<file path="config.mk">
export PLATFORM = sky130hd
export DESIGN_NAME = uart_tx_engine
export DESIGN_NICKNAME = d
export VERILOG_FILES = /design/src/rtl/uart_pkg.sv /design/src/rtl/uart_tx_fifo.sv /design/src/rtl/uart_tx_engine.sv
export SDC_FILE = /design/constraint.sdc
export NUM_CORES = 1
export LEC_CHECK = 0
export CAP_MARGIN = 20
export CORE_MARGIN = 1
export CORE_UTILIZATION = 45
export CTS_BUF_LIST = sky130_fd_sc_hd__clkbuf_16
export CTS_CLUSTER_SIZE = 10
export DETAILED_ROUTE_END_ITERATION = 7
export GPL_ROUTABILITY_DRIVEN = 0
export PLACE_DENSITY_LB_ADDON = 0.05
export SETUP_SLACK_MARGIN = 0.4
export SYNTH_ARGS = -nofsm -noshare
export SYNTH_HDL_FRONTEND = slang
export SYNTH_SLANG_ARGS = --single-unit
</file>
<file path="constraint.sdc">
create_clock -name clock_50M -period 2.7 [get_ports clock_50M]
set_input_delay 0.54 -clock clock_50M [delete_from_list [all_inputs] [get_ports clock_50M]]
set_output_delay 0.54 -clock clock_50M [all_outputs]
set_load 0.02 [all_outputs]
</file>
<file path="src/rtl/uart_pkg.sv">
// uart_pkg: shared types for the buffered UART transmitter.
// Holds the parity mode enum, the FSM state enum and a frame-length helper.
package uart_pkg;

    typedef enum logic [1:0] {
        PAR_NONE = 2'd0,
        PAR_ODD  = 2'd1,
        PAR_EVEN = 2'd2,
        PAR_RSVD = 2'd3
    } parity_e;

    typedef enum logic [2:0] {
        IDLE   = 3'd0,
        START  = 3'd1,
        DATA   = 3'd2,
        PARITY = 3'd3,
        STOP   = 3'd4
    } tx_state_e;

    // Bits on the line for one character; the reserved mode sends no parity.
    function automatic int frame_bits(
        input int      char_w,
        input parity_e parity,
        input int      stop_bits
    );
        int p;
        p = (parity == PAR_ODD || parity == PAR_EVEN) ? 1 : 0;
        return 1 + char_w + p + stop_bits;
    endfunction

endpackage

</file>
<file path="src/rtl/uart_tx_fifo.sv">
// uart_tx_fifo: character buffer between the handshake and the serialiser.
// Ports: clk/rst_n, push/wdata in, pop/rdata out, full, empty, count.
module uart_tx_fifo #(
    parameter int CHAR_W     = 8,
    parameter int FIFO_DEPTH = 4
) (
    input  logic                          clk,
    input  logic                          rst_n,
    input  logic                          push,
    input  logic                          pop,
    input  logic [CHAR_W-1:0]             wdata,
    output logic [CHAR_W-1:0]             rdata,
    output logic                          full,
    output logic                          empty,
    output logic [$clog2(FIFO_DEPTH):0]   count
);

    localparam int AW = $clog2(FIFO_DEPTH);

    logic [AW:0]       wptr;
    logic [AW:0]       rptr;
    logic [CHAR_W-1:0] mem [FIFO_DEPTH];
    logic              do_push;
    logic              do_pop;

    // Pointers carry a wrap bit: equal low bits with differing wrap bits
    // means the writer has lapped the reader.
    assign empty   = (wptr == rptr);
    assign full    = (wptr[AW] != rptr[AW]) &&
                     (wptr[AW-1:0] == rptr[AW-1:0]);
    assign do_push = push && !full;
    assign do_pop  = pop && !empty;
    assign rdata   = mem[rptr[AW-1:0]];

    always_ff @(posedge clk or negedge rst_n) begin
        if (!rst_n) begin
            wptr  <= '0;
            rptr  <= '0;
            count <= '0;
        end else begin
            if (do_push) wptr <= wptr + (AW+1)'(1);
            if (do_pop)  rptr <= rptr + (AW+1)'(1);
            unique case ({do_push, do_pop})
                2'b10:   count <= count + (AW+1)'(1);
                2'b01:   count <= count - (AW+1)'(1);
                default: count <= count;
            endcase
        end
    end

    always_ff @(posedge clk) begin
        if (do_push) mem[wptr[AW-1:0]] <= wdata;
    end

endmodule

</file>
<file path="src/rtl/uart_tx_engine.sv">
// uart_tx_engine: buffered UART transmitter, LSB first, optional parity.
// Ports: tx_valid/tx_data/tx_ready push side, parity_mode, tx_busy,
// fifo_count and the idle-high serial output uart_tx_pin.
module uart_tx_engine
    import uart_pkg::*;
#(
    parameter int CLK_DIV    = 4096,
    parameter int CHAR_W     = 8,
    parameter int STOP_BITS  = 1,
    parameter int FIFO_DEPTH = 4
) (
    input  logic                        clock_50M,
    input  logic                        n_reset,
    input  logic                        tx_valid,
    input  logic [CHAR_W-1:0]           tx_data,
    output logic                        tx_ready,
    input  parity_e                     parity_mode,
    output logic                        tx_busy,
    output logic [$clog2(FIFO_DEPTH):0] fifo_count,
    output logic                        uart_tx_pin
);

    localparam int CNT_W = $clog2(CLK_DIV);
    localparam int IDX_W = $clog2(CHAR_W + 1);

    tx_state_e         state, state_d;
    logic [CNT_W-1:0]  bit_cnt, bit_cnt_d;
    logic [IDX_W-1:0]  bit_idx, bit_idx_d;
    logic [CHAR_W-1:0] shift, shift_d;
    logic              par_acc, par_acc_d;
    parity_e           mode, mode_d;
    logic              pin_d;

    logic              full;
    logic              empty;
    logic              pop;
    logic [CHAR_W-1:0] rdata;
    logic              tick;
    logic              par_en;

    // A slot freed by a pop in the same cycle is not reused until next cycle.
    assign tx_ready = !full;
    assign tx_busy  = (state != IDLE) || (fifo_count != '0);

    uart_tx_fifo #(
        .CHAR_W     (CHAR_W),
        .FIFO_DEPTH (FIFO_DEPTH)
    ) u_fifo (
        .clk   (clock_50M),
        .rst_n (n_reset),
        .push  (tx_valid && tx_ready),
        .pop   (pop),
        .wdata (tx_data),
        .rdata (rdata),
        .full  (full),
        .empty (empty),
        .count (fifo_count)
    );

    assign tick   = (bit_cnt == CNT_W'(CLK_DIV - 1));
    assign par_en = (mode == PAR_ODD) || (mode == PAR_EVEN);

    always_ff @(posedge clock_50M or negedge n_reset) begin
        if (!n_reset) begin
            state       <= IDLE;
            bit_cnt     <= '0;
            bit_idx     <= '0;
            shift       <= '0;
            par_acc     <= 1'b0;
            mode        <= PAR_NONE;
            uart_tx_pin <= 1'b1;
        end else begin
            state       <= state_d;
            bit_cnt     <= bit_cnt_d;
            bit_idx     <= bit_idx_d;
            shift       <= shift_d;
            par_acc     <= par_acc_d;
            mode        <= mode_d;
            uart_tx_pin <= pin_d;
        end
    end

    always_comb begin
        state_d   = state;
        bit_idx_d = bit_idx;
        shift_d   = shift;
        par_acc_d = par_acc;
        mode_d    = mode;
        pop       = 1'b0;
        if (state == IDLE || tick) bit_cnt_d = '0;
        else                       bit_cnt_d = bit_cnt + CNT_W'(1);

        unique case (state)
            IDLE: begin
                if (!empty) begin
                    pop       = 1'b1;
                    shift_d   = rdata;
                    mode_d    = parity_mode;
                    par_acc_d = 1'b0;
                    bit_idx_d = '0;
                    state_d   = START;
                end
            end
            START: begin
                if (tick) begin
                    bit_idx_d = '0;
                    state_d   = DATA;
                end
            end
            DATA: begin
                if (tick) begin
                    shift_d   = shift >> 1;
                    par_acc_d = par_acc ^ shift[0];
                    bit_idx_d = bit_idx + IDX_W'(1);
                    if (bit_idx == IDX_W'(CHAR_W - 1)) begin
                        bit_idx_d = '0;
                        state_d   = par_en ? PARITY : STOP;
                    end
                end
            end
            PARITY: begin
                if (tick) begin
                    bit_idx_d = '0;
                    state_d   = STOP;
                end
            end
            STOP: begin
                if (tick) begin
                    bit_idx_d = bit_idx + IDX_W'(1);
                    if (bit_idx == IDX_W'(STOP_BITS - 1)) begin
                        bit_idx_d = '0;
                        // Chain straight into the next start bit.
                        if (!empty) begin
                            pop       = 1'b1;
                            shift_d   = rdata;
                            mode_d    = parity_mode;
                            par_acc_d = 1'b0;
                            state_d   = START;
                        end else begin
                            state_d   = IDLE;
                        end
                    end
                end
            end
            default: state_d = IDLE;
        endcase

        // Pin is registered from the next-cycle state so each level
        // appears on the same edge that enters its state.
        unique case (state_d)
            START:   pin_d = 1'b0;
            DATA:    pin_d = shift_d[0];
            PARITY:  pin_d = par_acc_d ^ (mode_d == PAR_ODD);
            default: pin_d = 1'b1;
        endcase
    end

endmodule
</file>
=== Word level (Yosys, flattened, before mapping) ===
Memory sizes are Yosys's and may differ from the RTL's.
Cells that the tools add are included.
W data, S select, Z words.

* Register bits: 40
* Bits in latches: 0
* RAM bits: 32
* Bits in read-only memories: 0
* Input bits: 13
* Output and inout port bits: 6
* Word-level logic and storage cells: 101
* Memories kept: 1

* Add/subtract/negate cells: 6
* $mul: 0
* Divide/modulo/power cells: 0
* Order comparisons: 0
* Equality and inequality tests: 22
* Shift-type cells: 0
* Muxes and demuxes: 40
* Bitwise logic cells: 2
* Reductions and logical operators: 19

{| class="wikitable"
|+ Memory list
! name !! depth !! width !! read ports !! clocked after Yosys merged registers in !! wr ports !! line !! source
|-
| u_fifo.mem || 4 || 8 || 1 || 0 || 1 || uart_tx_fifo.sv:22 || <nowiki>logic [CHAR_W-1:0] mem [FIFO_DEPTH];</nowiki>
|}

{| class="wikitable"
|+ Operator list
! operator !! count
|-
| $mux W8 || 4
|-
| $mux W3 || 8
|-
| $mux W4 || 6
|-
| $pmux W8 S3 || 1
|-
| $pmux W4 S4 || 1
|-
| $pmux W3 S5 || 1
|-
| $add A12 B1 Y12 const B || 1
|-
| $eq A12 B12 Y1 const B || 1
|-
| $eq A3 B2 Y1 const B || 4
|-
| $mux W12 || 1
|-
| $mux W1 || 10
|-
| $add A3 B1 Y3 const B || 3
|-
| $reduce_bool A3 Y1 || 3
|-
| $ne A2 B2 Y1 const B || 4
|-
| $eq A2 B1 Y1 const B || 3
|-
| $eq A3 B1 Y1 const B || 2
|-
| $mux W2 || 3
|-
| $pmux W1 S3 || 2
|-
| $pmux W3 S2 || 1
|-
| $reduce_and A5 Y1 || 1
|-
| $add A4 B1 Y4 const B || 1
|-
| $eq A2 B2 Y1 const B || 2
|-
| $eq A4 B3 Y1 const B || 1
|-
| $logic_and A1 B1 Y1 || 4
|-
| other kinds (17) || 21
|}

=== Logic depth before layout (Yosys ltp) ===
Gate-level depths: netlist of the first run.

* Word-level depth: 8
* Mapped depth: 12
* Mapped depth without buffers: 11

=== Hierarchy ===
From an unflattened synthesis of the first run, not the netlist that was laid out.

* Cells, all modules: 273
* Area, all modules: 3,527.1 µm²

{| class="wikitable"
|+ Modules (own cells, without submodules)
! module !! instances !! cells an instance !! area each (µm²) !! seq. area each (µm²)
|-
| uart_tx_fifo || 1 || 105 || 1,866.8 || 1,186.1
|-
| uart_tx_engine || 1 || 168 || 1,660.3 || 777.0
|}

=== Worst setup path before layout of the first run ===
No wires, ideal clock.

* Path kind: register to register
* Start point: reg bit_idx[0]
* End point: reg u_fifo.count[2]
* Library setup time: 0.080 ns
* Data arrival time: 2.568 ns
* Required time: 2.620 ns
* Path slack: 0.053 ns
* Cell stages (with the launch flop): 13
* Path buffers: 1
* Period minus slack after synthesis: 2.647 ns
* Path through: dfrtp_1 inv_1 ha_1 or3b_1 o41ai_2 and3_1 buf_6 ha_1 inv_1 fa_1 xor2_1 nor2_1 xor2_1

* Cells in the longest elaborated chain, start to end: 7
* Elaborated cells between the ends (all ways): 9
* Those cells by class: eq/ne (2); mux (4); reduce/logical (3)

{| class="wikitable"
|+ RTL lines
! item !! line !! source
|-
| start: declaration || uart_tx_engine.sv:28 || <nowiki>logic [IDX_W-1:0] bit_idx, bit_idx_d;</nowiki>
|-
| start signal: assignment || uart_tx_engine.sv:75 || <nowiki>bit_idx <= bit_idx_d;</nowiki>
|-
| $logic_not A4 Y1 (*) || uart_tx_engine.sv:130 || <nowiki>if (bit_idx == IDX_W'(STOP_BITS - 1)) begin</nowiki>
|-
| $mux W1 (*) || uart_tx_engine.sv:130 ||
|-
| $mux W1 (*) || uart_tx_engine.sv:128 || <nowiki>if (tick) begin</nowiki>
|-
| $pmux W1 S2 (*) || uart_tx_engine.sv:93 || <nowiki>unique case (state)</nowiki>
|-
| $logic_and A1 B1 Y1 (*) || uart_tx_fifo.sv:32 || <nowiki>assign do_pop = pop && !empty;</nowiki>
|-
| named net u_fifo.do_pop || uart_tx_fifo.sv:24 || <nowiki>logic do_pop;</nowiki>
|-
| $eq A2 B1 Y1 / $eq A2 B2 Y1 (equally long branches) || uart_tx_fifo.sv:43 || <nowiki>unique case ({do_push, do_pop})</nowiki>
|-
| $pmux W3 S2 / $reduce_bool A2 Y1 (equally long branches) || -- ||
|-
| end signal: assignment || uart_tx_fifo.sv:44 || <nowiki>2'b10: count <= count + (AW+1)'(1);</nowiki>
|-
| end signal: assignment || uart_tx_fifo.sv:45 || <nowiki>2'b01: count <= count - (AW+1)'(1);</nowiki>
|-
| end signal: assignment || uart_tx_fifo.sv:46 || <nowiki>default: count <= count;</nowiki>
|-
| end: declaration || uart_tx_fifo.sv:15 || <nowiki>output logic [$clog2(FIFO_DEPTH):0] count</nowiki>
|}

The timed path passes the listed nets; every way through them passes the cells marked *.
A chain may end at the register's enable or synchronous reset.

=== Worst setup path in the final report of the first run ===
* Start point: reg bit_idx[0]
* End point: reg u_fifo.count[2]

* Cells in the longest elaborated chain, start to end: 7
* Elaborated cells between the ends (all ways): 9
* Those cells by class: eq/ne (2); mux (4); reduce/logical (3)

{| class="wikitable"
|+ RTL lines
! item !! line
|-
| $logic_not A4 Y1 (*) || uart_tx_engine.sv:130
|-
| $mux W1 (*) || uart_tx_engine.sv:130
|-
| $mux W1 (*) || uart_tx_engine.sv:128
|-
| $pmux W1 S2 (*) || uart_tx_engine.sv:93
|-
| $logic_and A1 B1 Y1 (*) || uart_tx_fifo.sv:32
|-
| $eq A2 B1 Y1 / $eq A2 B2 Y1 (equally long branches) || uart_tx_fifo.sv:43
|-
| $pmux W3 S2 / $reduce_bool A2 Y1 (equally long branches) || --
|}

Mark *: on every way between the ends. The rest lies on a longest branch, timed or not.

==> results of run 1 <==
layout by cell type (no fill, tap or decap), types with 5 or more instances in the layout:
cell type and count:
and3_1 7, inv_1 11, xnor2_1 8, o21ai_0 8, ha_1 7, edfxtp_1 32, a21oi_1 7, nor2_1 29
mux4_2 8, dfrtp_1 38, clkbuf_16 9, buf_4 12, xor2_1 12, a221o_1 6, clkdlybuf4s50_1 16, nand3_1 7
nand4_1 5, mux2i_1 10, nand2_1 21
worst max path at each step:
stage	from	slack, ns	end
final	bit_idx[0]	0.18	u_fifo.count[2]
after global routing	bit_idx[0]	0.01	u_fifo.count[2]
after CTS	bit_idx[0]	0.17	u_fifo.count[2]
after detailed placement	bit_idx[1]	0.08	u_fifo.count[2]
after global placement	bit_idx[1]	0.12	u_fifo.count[2]
after floorplan	bit_idx[0]	0.21	u_fifo.count[2]
flip-flops by register name (all words and copies together), names as in the netlist:
name          flops
state             3
shift             8
uart_tx_pin       1
u_fifo.rptr       3
bit_idx           4
bit_cnt          12
u_fifo.wptr       3
u_fifo.count      3
mode              2
par_acc           1
u_fifo.mem       32
metrics by stage:
step	setup slack, ns	total power [mW]
floorplan	0.213	1.72
global route	0.0133	3.14
CTS	0.171	3.03
finish	0.177	2.99
detailed placement	0.0839	1.91
global placement	0.116	1.90
synthesized netlist by cell type, types with 2 or more instances:
cell type	n	area [µm²]
nand4_1	5	31.3
and4_1	2	17.5
mux4_2	8	180
a31o_2	2	17.5
edfxtp_1	32	961
nor2b_1	3	18.8
ha_1	9	113
nand2b_1	3	18.8
nand3_1	7	35.0
nand2_1	21	78.8
buf_6	3	33.8
clkbuf_1	4	15.0
or3_1	2	12.5
mux2_2	3	33.8
and2_1	3	18.8
nor3b_1	3	22.5
inv_1	11	41.3
a31oi_1	2	12.5
o21ai_0	8	40.0
xnor2_1	8	70.1
nor3_1	4	20.0
and3_1	8	50.1
a21oi_1	7	35.0
xor2_1	12	105
nor2_1	29	109
mux2i_1	10	100
dfrtp_1	39	976
a221o_1	6	60.1
worst reg2reg max path: stages, from the launching register on:
cell	delay [ns]
dfrtp_1	0.38
inv_1	0.06
ha_1	0.14
or3b_4	0.39
o41ai_4	0.26
and3_4	0.27
ha_4	0.13
inv_1	0.04
fa_2	0.33
xor2_1	0.15
nor2_1	0.13
xor2_1	0.16
repair_timing:
action                                  CTS  global route
cloned                                    0             0
pin swaps                                 1             0
resized for setup                         6             1
setup buffers                             4             0
endpoints found under the setup margin    7             8
hold buffers                              0             0
cell families after synthesis:
kind of cell,after synthesis,share of synthesized area (%)
compound gates,31,6.51
xor+xnor,21,5.59
fa+ha+maj,10,3.87
buf+inv,19,2.78
flops,72,57.3
mux,21,9.17
simple gates,98,14.7
cell type report:
type,count,area (µm²)
sequential,72,1960
fill,648,3210
inverter,11,41.3
clock inverter,7,55.1
timing repair buffer,30,264
clock buffer,9,225
tap,99,124
multi-input combinational,181,1410
power groups by stage:
stage | sequential (mW) | clock [mW] | combinational (mW)
CTS | 1.38 | 1.14 | 0.518
floorplan | 1.41 | 0 | 0.314
global placement | 1.39 | 0 | 0.510
finish | 1.37 | 1.11 | 0.507
detailed placement | 1.39 | 0 | 0.520
global route | 1.39 | 1.18 | 0.574
layer usage:
metal / track usage [%] / wire length, µm
met1: 22.3 / 2850
met2: 30.6 / 3190
met3: 3.60 / 142
met4: 8.66 / 88
met5: 0 / 0
==> summary.txt, run 1 <==
Placeable Area: 0.00729 mm²
Clock Power Share: 37.0%
CP Cell Sequence: inv_1 -> ha_1 -> or3b_4 -> o41ai_4 -> and3_4 -> ha_4 -> inv_1 -> fa_2 -> xor2_1 -> nor2_1 -> xor2_1
Final hold slack: 0.350 ns
Sw power: 0.826 mW
Worst r2r src: bit_idx[0]
R2R Setup Slk: 0.18 ns
Max-slew violations: 0
Synth unique cells: 46
CP top delay family: simple AND/OR/NAND/NOR gates
RR Endpoint: u_fifo.count[2]
First-pass GRT wire length: 10400 µm
Max_cap viols: 0
Grt total ovfl: 0
Initial antenna violation count: 0
CP endpoint kind: flop
Final std cells w/o fill: 409
Port Buffers: 18
CTS tree: yes
CP peak stage delay: 0.39 ns
P&R area growth vs syn: 19.4%
Post-synth EDFFs: 32
VDD IR max: 0.459 mV
Htree depth: 3
Net Sw Frac: 27.7%
Post-Syn Instances: 272
Setup Crit Path Kind: reg2reg
DRT antenna net count: 0
Hold Vio Cnt, Final: 0
DR vias: 2157
Final period utilization: 93.4%
Setup_tns: 0 ns
Pwr/cell area: 731 mW/mm²
Static leakage: 1.62 nW
Detailed Route WL: 6270 µm
Main synth FF type: dfrtp_1
Sequential share of power: 46.0%
Crit-path max FO: 2
Inserted Diodes: 0
DIE HEIGHT: 89.2 µm
Worst-case reg-to-reg path depth: 11
Die width: 89.2 µm
CP max stage cell: or3b_4
DP HPWL: 4230 µm
Residual DRC: 0
Vias per Instance: 5.27
Worst Path Buf+Inv: 2
Initial core utilization: 46.9%
Cell Int Power: 2.16 mW
Post-Route Utilization: 56.0%
CTS buffer count: 9
Hold WC Path Type: in2async
CTS Buffer Depth: 2
Cell area after synthesis: 0.00342 mm²
Final min period: 2.52 ns
Placed instance area: 0.00375 mm²
Status: finished clean
Flops & latches, synth: 72
Clock transition at path regs: 0.06 ns
Crit path required time: 2.95 ns
Ys Warns: 0
Final Skew: 0.00769 ns
Pin count of the biggest net entering global routing: 41
Gate power share: 17.0%
Dpl cells: 389
Tightest Pin Transition: 0.938 ns
Detailed Route Iter0 Violations: 110
Stages on the worst setup path: 11
Wire per inst: 15.3 µm
Total Routing Usage GR: 18.1%
Highest clock rate: 396 MHz
Setup violators final: 0
Avg Cell Area, Syn: 12.6 µm²
IO Pins: 19
Fraction of layout instances using a drive strength above 1: 17.7%
Clock root buffer: clkbuf_16
Async SR Flop Fraction: 55.6%
Die outline area: 0.00796 mm²
Critical path startpoint category: flop
Post-synthesis sequential area ratio: 57.3%
Unrepaired setup endpoints after global routing: true
Clock Sinks: 72
NumNets Final: 328
First-pass detailed-route iteration total: 4
FP Rows: 31
Worst-Skew Late Latency: 0.33 ns
Syn_nets: 295
Worst Path Arrival: 2.77 ns
Final non-filler cell area: 0.00409 mm²
Vias in the first global route: 2127
Slew headroom: 37.5%
Power figures use the tool's default switching activity.
==> run 2, diff against run 1 <==
Settings changed: CAP_MARGIN 20 to 30.
==> run 2 against run 1 <==
- register-to-register slack about the same
- total power rose by 0.11%
- routed wire length about the same
- critical path depth unchanged
- non-clock buffer count increased by 1
- hold slack worse by 0.17 ns
- sequential power hardly changed
- critical endpoint unchanged
- largest cell class unchanged
- largest power group unchanged
==> summary.txt, run 2 (synthesis gave the netlist of run 1 again) <==
Max reg flops: 32
CTS buffer count: 9
Vias in the first global route: 2127
Port Buffers: 18
Unrepaired setup endpoints after global routing: true
Clock root buffer: clkbuf_16
Final non-filler cell area: 0.00411 mm²
FP Rows: 31
Initial antenna violation count: 0
NumNets Final: 329
Max_cap viols: 0
Die outline area: 0.00796 mm²
Htree depth: 3
First-pass detailed-route iteration total: 4
DR vias: 2146
Placeable Area: 0.00729 mm²
Clock transition at path regs: 0.06 ns
Pwr/cell area: 728 mW/mm²
Vias per Instance: 5.23
Initial core utilization: 46.9%
Hold WC Path Type: in2async
DRT antenna net count: 0
Pin count of the biggest net entering global routing: 41
Final min period: 2.52 ns
VDD IR max: 0.458 mV
Final Skew: 0.00796 ns
Met2 usage: 30.6%
Final hold slack: 0.177 ns
Worst-Skew Late Latency: 0.33 ns
IO Pins: 19
Placed instance area: 0.00375 mm²
Highest clock rate: 397 MHz
Commonest non-fill, non-tap cells in the layout: 38 x dfrtp_1, 32 x edfxtp_1, 29 x nor2_1
Commonest non-fill, non-tap cell in the layout: dfrtp_1
Global routing met3 resource utilization: 3.60%
Setup Crit Path Kind: reg2reg
Critical path startpoint category: flop
Post-CTS Hold Buffers: 0
Slew headroom: 61.3%
Setup violators final: 0
CTS tree: yes
Detailed Route WL: 6270 µm
Static leakage: 1.63 nW
Worst-case reg-to-reg path depth: 11
P&R area growth vs syn: 20.0%
Total power: 2.99 mW
DIE HEIGHT: 89.2 µm
Residual DRC: 0
Die width: 89.2 µm
First-pass GRT wire length: 10400 µm
Max-slew violations: 0
Final period utilization: 93.4%
CTS Buffer Depth: 2
CP startpoint: bit_idx[0]
Fraction of layout instances using a drive strength above 1: 18.0%
Grt total ovfl: 0
DP HPWL: 4230 µm
Status: finished clean
R2R Setup Slk: 0.18 ns
Crit path required time: 2.95 ns
RR Endpoint: u_fifo.count[2]
Setup_tns: 0 ns
CP Capture Point: u_fifo.count[2]
Worst r2r src: bit_idx[0]
Hold Vio Cnt, Final: 0
Wire per inst: 15.3 µm
Global routing usage on met1: 22.3%
Tightest Pin Transition: 0.579 ns
CP endpoint kind: flop
Inserted Diodes: 0
Detailed Route Iter0 Violations: 118
Crit-path max FO: 2
Most Crowded Layer GR: met2
Worst Path Arrival: 2.77 ns
Total Routing Usage GR: 18.1%
Clock Sinks: 72
run 2: power breakdown:
| part | total [mW] | leakage, nW | switching (mW) | internal, mW |
|---|---|---|---|---|
| combinational | 0.511 | 0.705 | 0.280 | 0.230 |
| clock | 1.11 | 0.133 | 0.475 | 0.631 |
| sequential | 1.37 | 0.790 | 0.0711 | 1.30 |
| total | 2.99 | 1.63 | 0.826 | 2.16 |
run 2: area by class of cell:
class,count,area (µm²)
fillers,647,3190
flip-flops and latches,72,1960
multi-input cells,181,1410
repair buffers,31,284
clock buffers,9,225
well taps,99,124
clock inverters,7,55.1
inverters,11,41.3
run 2: how the worst min path moves through the flow:
stage	slack, ns	startpoint	endpoint	cells after the start
2_1_floorplan	0.24	n_reset	bit_cnt[0]	0
3_3_place_gp	0.47	bit_cnt[0]	bit_cnt[0]	1
3_5_place_dp	0.48	bit_cnt[0]	bit_cnt[0]	1
4_1_cts	0.39	n_reset	bit_idx[2]	1
5_1_grt	0.20	n_reset	bit_idx[2]	2
6_report	0.18	n_reset	bit_idx[2]	2
run 2: repair_timing:
| action | in CTS | in global routing |
|---|---|---|
| setup buffers | 4 | 0 |
| pin swaps | 1 | 0 |
| resized for setup | 6 | 1 |
| gates cloned | 0 | 0 |
| endpoints found under the setup margin | 7 | 8 |
run 2: per-layer routing:
layer  vias to the layer above  share of wire [%]
met5                         -                  0
met4                         0                1.5
met3                         8                2.1
met2                        26                 51
met1                      1050                 45
li1                       1062                  -
run 2: critical path, stage by stage, from the launching register on:
cell and delay (ns):
dfrtp_1 0.38, inv_1 0.06, ha_1 0.14, or3b_4 0.39, o41ai_4 0.26, and3_4 0.27, ha_4 0.13, inv_1 0.04
fa_2 0.33, xor2_1 0.15, nor2_1 0.13, xor2_1 0.16
run 2: metrics by stage:
step                      util (%)  cells  setup WS [ns]
after global routing          56.3    410         0.0133
after global placement        51.4    389          0.116
after floorplan                  -    272          0.213
after CTS                     56.0    409          0.171
final                         56.3    410          0.178
after detailed placement      51.4    389         0.0839
==> run 3, diff against run 2 <==
==> constraint.sdc (replaced) <==
create_clock -name clock_50M -period 2.7 [get_ports clock_50M]
set_input_delay 0.54 -clock clock_50M [delete_from_list [all_inputs] [get_ports clock_50M]]
set_output_delay 0.54 -clock clock_50M [all_outputs]
set_load 0.05 [all_outputs]
==> run 3 against run 2 <==
- sequential share of layout area down 0.63 points
- die area unchanged
- cell area up 1.3%
- cell count up 0.73%
- sequential power about the same
- largest power group unchanged
- highest routed layer unchanged
==> summary.txt, run 3 (synthesis gave the netlist of run 1 again) <==
Status: finished clean
Die width: 89.2 µm
Pin count of the biggest net entering global routing: 41
DP HPWL: 4310 µm
Initial antenna violation count: 0
VDD IR max: 0.444 mV
Inserted Diodes: 0
CTS buffer count: 9
CTS tree: yes
Placed instance area: 0.00374 mm²
DRT antenna net count: 0
Grt total ovfl: 0
Worst Path Arrival: 2.75 ns
First-pass GRT wire length: 10500 µm
Fill cells: 645
Multi-input gate area: 0.00141 mm²
Crit path required time: 2.95 ns
Detailed Route Iter0 Violations: 101
Final non-filler cell area: 0.00416 mm²
Dpl cells: 388
Max_cap viols: 0
Placeable Area: 0.00729 mm²
Top Metal Used: met4
P&R area growth vs syn: 21.5%
Vias per Instance: 5.28
Detailed Route WL: 6370 µm
Final period utilization: 92.4%
CTS Buffer Depth: 2
CP endpoint kind: flop
Pwr/cell area: 766 mW/mm²
Setup violators final: 0
Htree depth: 3
Wire per inst: 15.4 µm
Met3 WL post-DR: 188 µm
Worst-Skew Late Latency: 0.33 ns
NumNets Final: 332
Hold WC Path Type: reg2reg
Commonest non-fill, non-tap cell in the layout: dfrtp_1
FP Rows: 31
Port Buffers: 18
Static leakage: 1.67 nW
Metal1 wirelength: 2800 µm
Clock root buffer: clkbuf_16
Final std cells w/o fill: 413
IO Pins: 19
First-pass detailed-route iteration total: 4
Clock transition at path regs: 0.06 ns
Residual DRC: 0
Crit-path max FO: 2
Tightest Pin Transition: 0.557 ns
CP Cell Sequence: inv_2 -> ha_4 -> or3b_4 -> o41ai_4 -> and3_4 -> ha_4 -> inv_2 -> fa_2 -> xor2_1 -> nor2_1 -> xor2_1
Initial core utilization: 46.9%
Fraction of layout instances using a drive strength above 1: 19.7%
Final Skew: 0.00609 ns
Met2 wire len: 3310 µm
Max reg flops: 32
Setup Crit Path Kind: reg2reg
Post-Route Utilization: 57.0%
Total Routing Usage GR: 18.0%
Commonest non-fill, non-tap cells in the layout: 39 x dfrtp_1, 32 x edfxtp_1, 29 x nor2_1
DR vias: 2180
Reg area: 0.00196 mm²
Setup_tns: 0 ns
CP max stage cell: dfrtp_1
Hold Vio Cnt, Final: 0
Slew headroom: 62.8%
Highest clock rate: 401 MHz
Unrepaired setup endpoints after global routing: true
CP peak stage delay: 0.39 ns
Max-slew violations: 0
DIE HEIGHT: 89.2 µm
Die outline area: 0.00796 mm²
Total power: 3.19 mW
Critical path startpoint category: flop
Vias in the first global route: 2141
Clock Sinks: 72
Final min period: 2.50 ns
[run 3: where the power goes]
| group | internal [mW] | switching, mW | leakage, nW | total, mW |
|---|---|---|---|---|
| Combinational | 0.235 | 0.350 | 0.726 | 0.585 |
| Clock | 0.736 | 0.491 | 0.150 | 1.23 |
| Sequential | 1.30 | 0.0725 | 0.792 | 1.37 |
[run 3: routing by layer]
layer	track usage [%]	vias up
met5	0	-
met4	4.76	0
met3	5.26	6
met2	31.1	33
met1	22.3	1077
li1	-	1064
[run 3: per-stage QoR]
step                hold WS [ns]  worst slack [ns]
finish                     0.482             0.204
global route               0.511            0.0742
CTS                        0.381             0.193
detailed placement         0.478            0.0860
global placement           0.470             0.119
floorplan                  0.244             0.210
[run 3: what timing repair did]
item | in CTS | in global routing
endpoints found under the setup margin | 3 | 7
hold buffers | 0 | 1
endpoints found under the hold margin | 0 | 1
resized for setup | 4 | 3
pin swaps | 1 | 0
buffers inserted | 5 | 2
[run 3: path summary, 6_finish.rpt]
check / cells past startpoint / startpoint / end / slack (ns)
worst max-delay path: 11 / bit_idx[0] / u_fifo.count[2] / 0.20
worst min-delay path: 1 / bit_cnt[0] / bit_cnt[0] / 0.48
worst max register to register: 11 / bit_idx[0] / u_fifo.count[2] / 0.20
worst min register to register: 1 / bit_cnt[0] / bit_cnt[0] / 0.48
max in group asynchronous: 3 / n_reset / uart_tx_pin / 1.70
min in group asynchronous: 2 / n_reset / bit_cnt[4] / 0.53
[run 3: worst max-delay path: cells and delay by family (launching register included)]
family                   cells  cell delay, ns
adder cells (fa/ha/maj)      3            0.58
buffers and inverters        2            0.11
flip-flops                   1            0.39
XOR/XNOR                     2            0.29
AO/OA/AOI/OAI                1            0.27
AND/OR/NAND/NOR              3            0.78
[run 3: area by class of cell]
class | instances | share of cell area (%)
well taps | 99 | 2.98
clock inverters | 7 | 2.08
flip-flops and latches | 72 | 47.2
repair buffers | 34 | 7.34
clock buffers | 9 | 5.42
multi-input cells | 181 | 34.0
inverters | 11 | 0.993
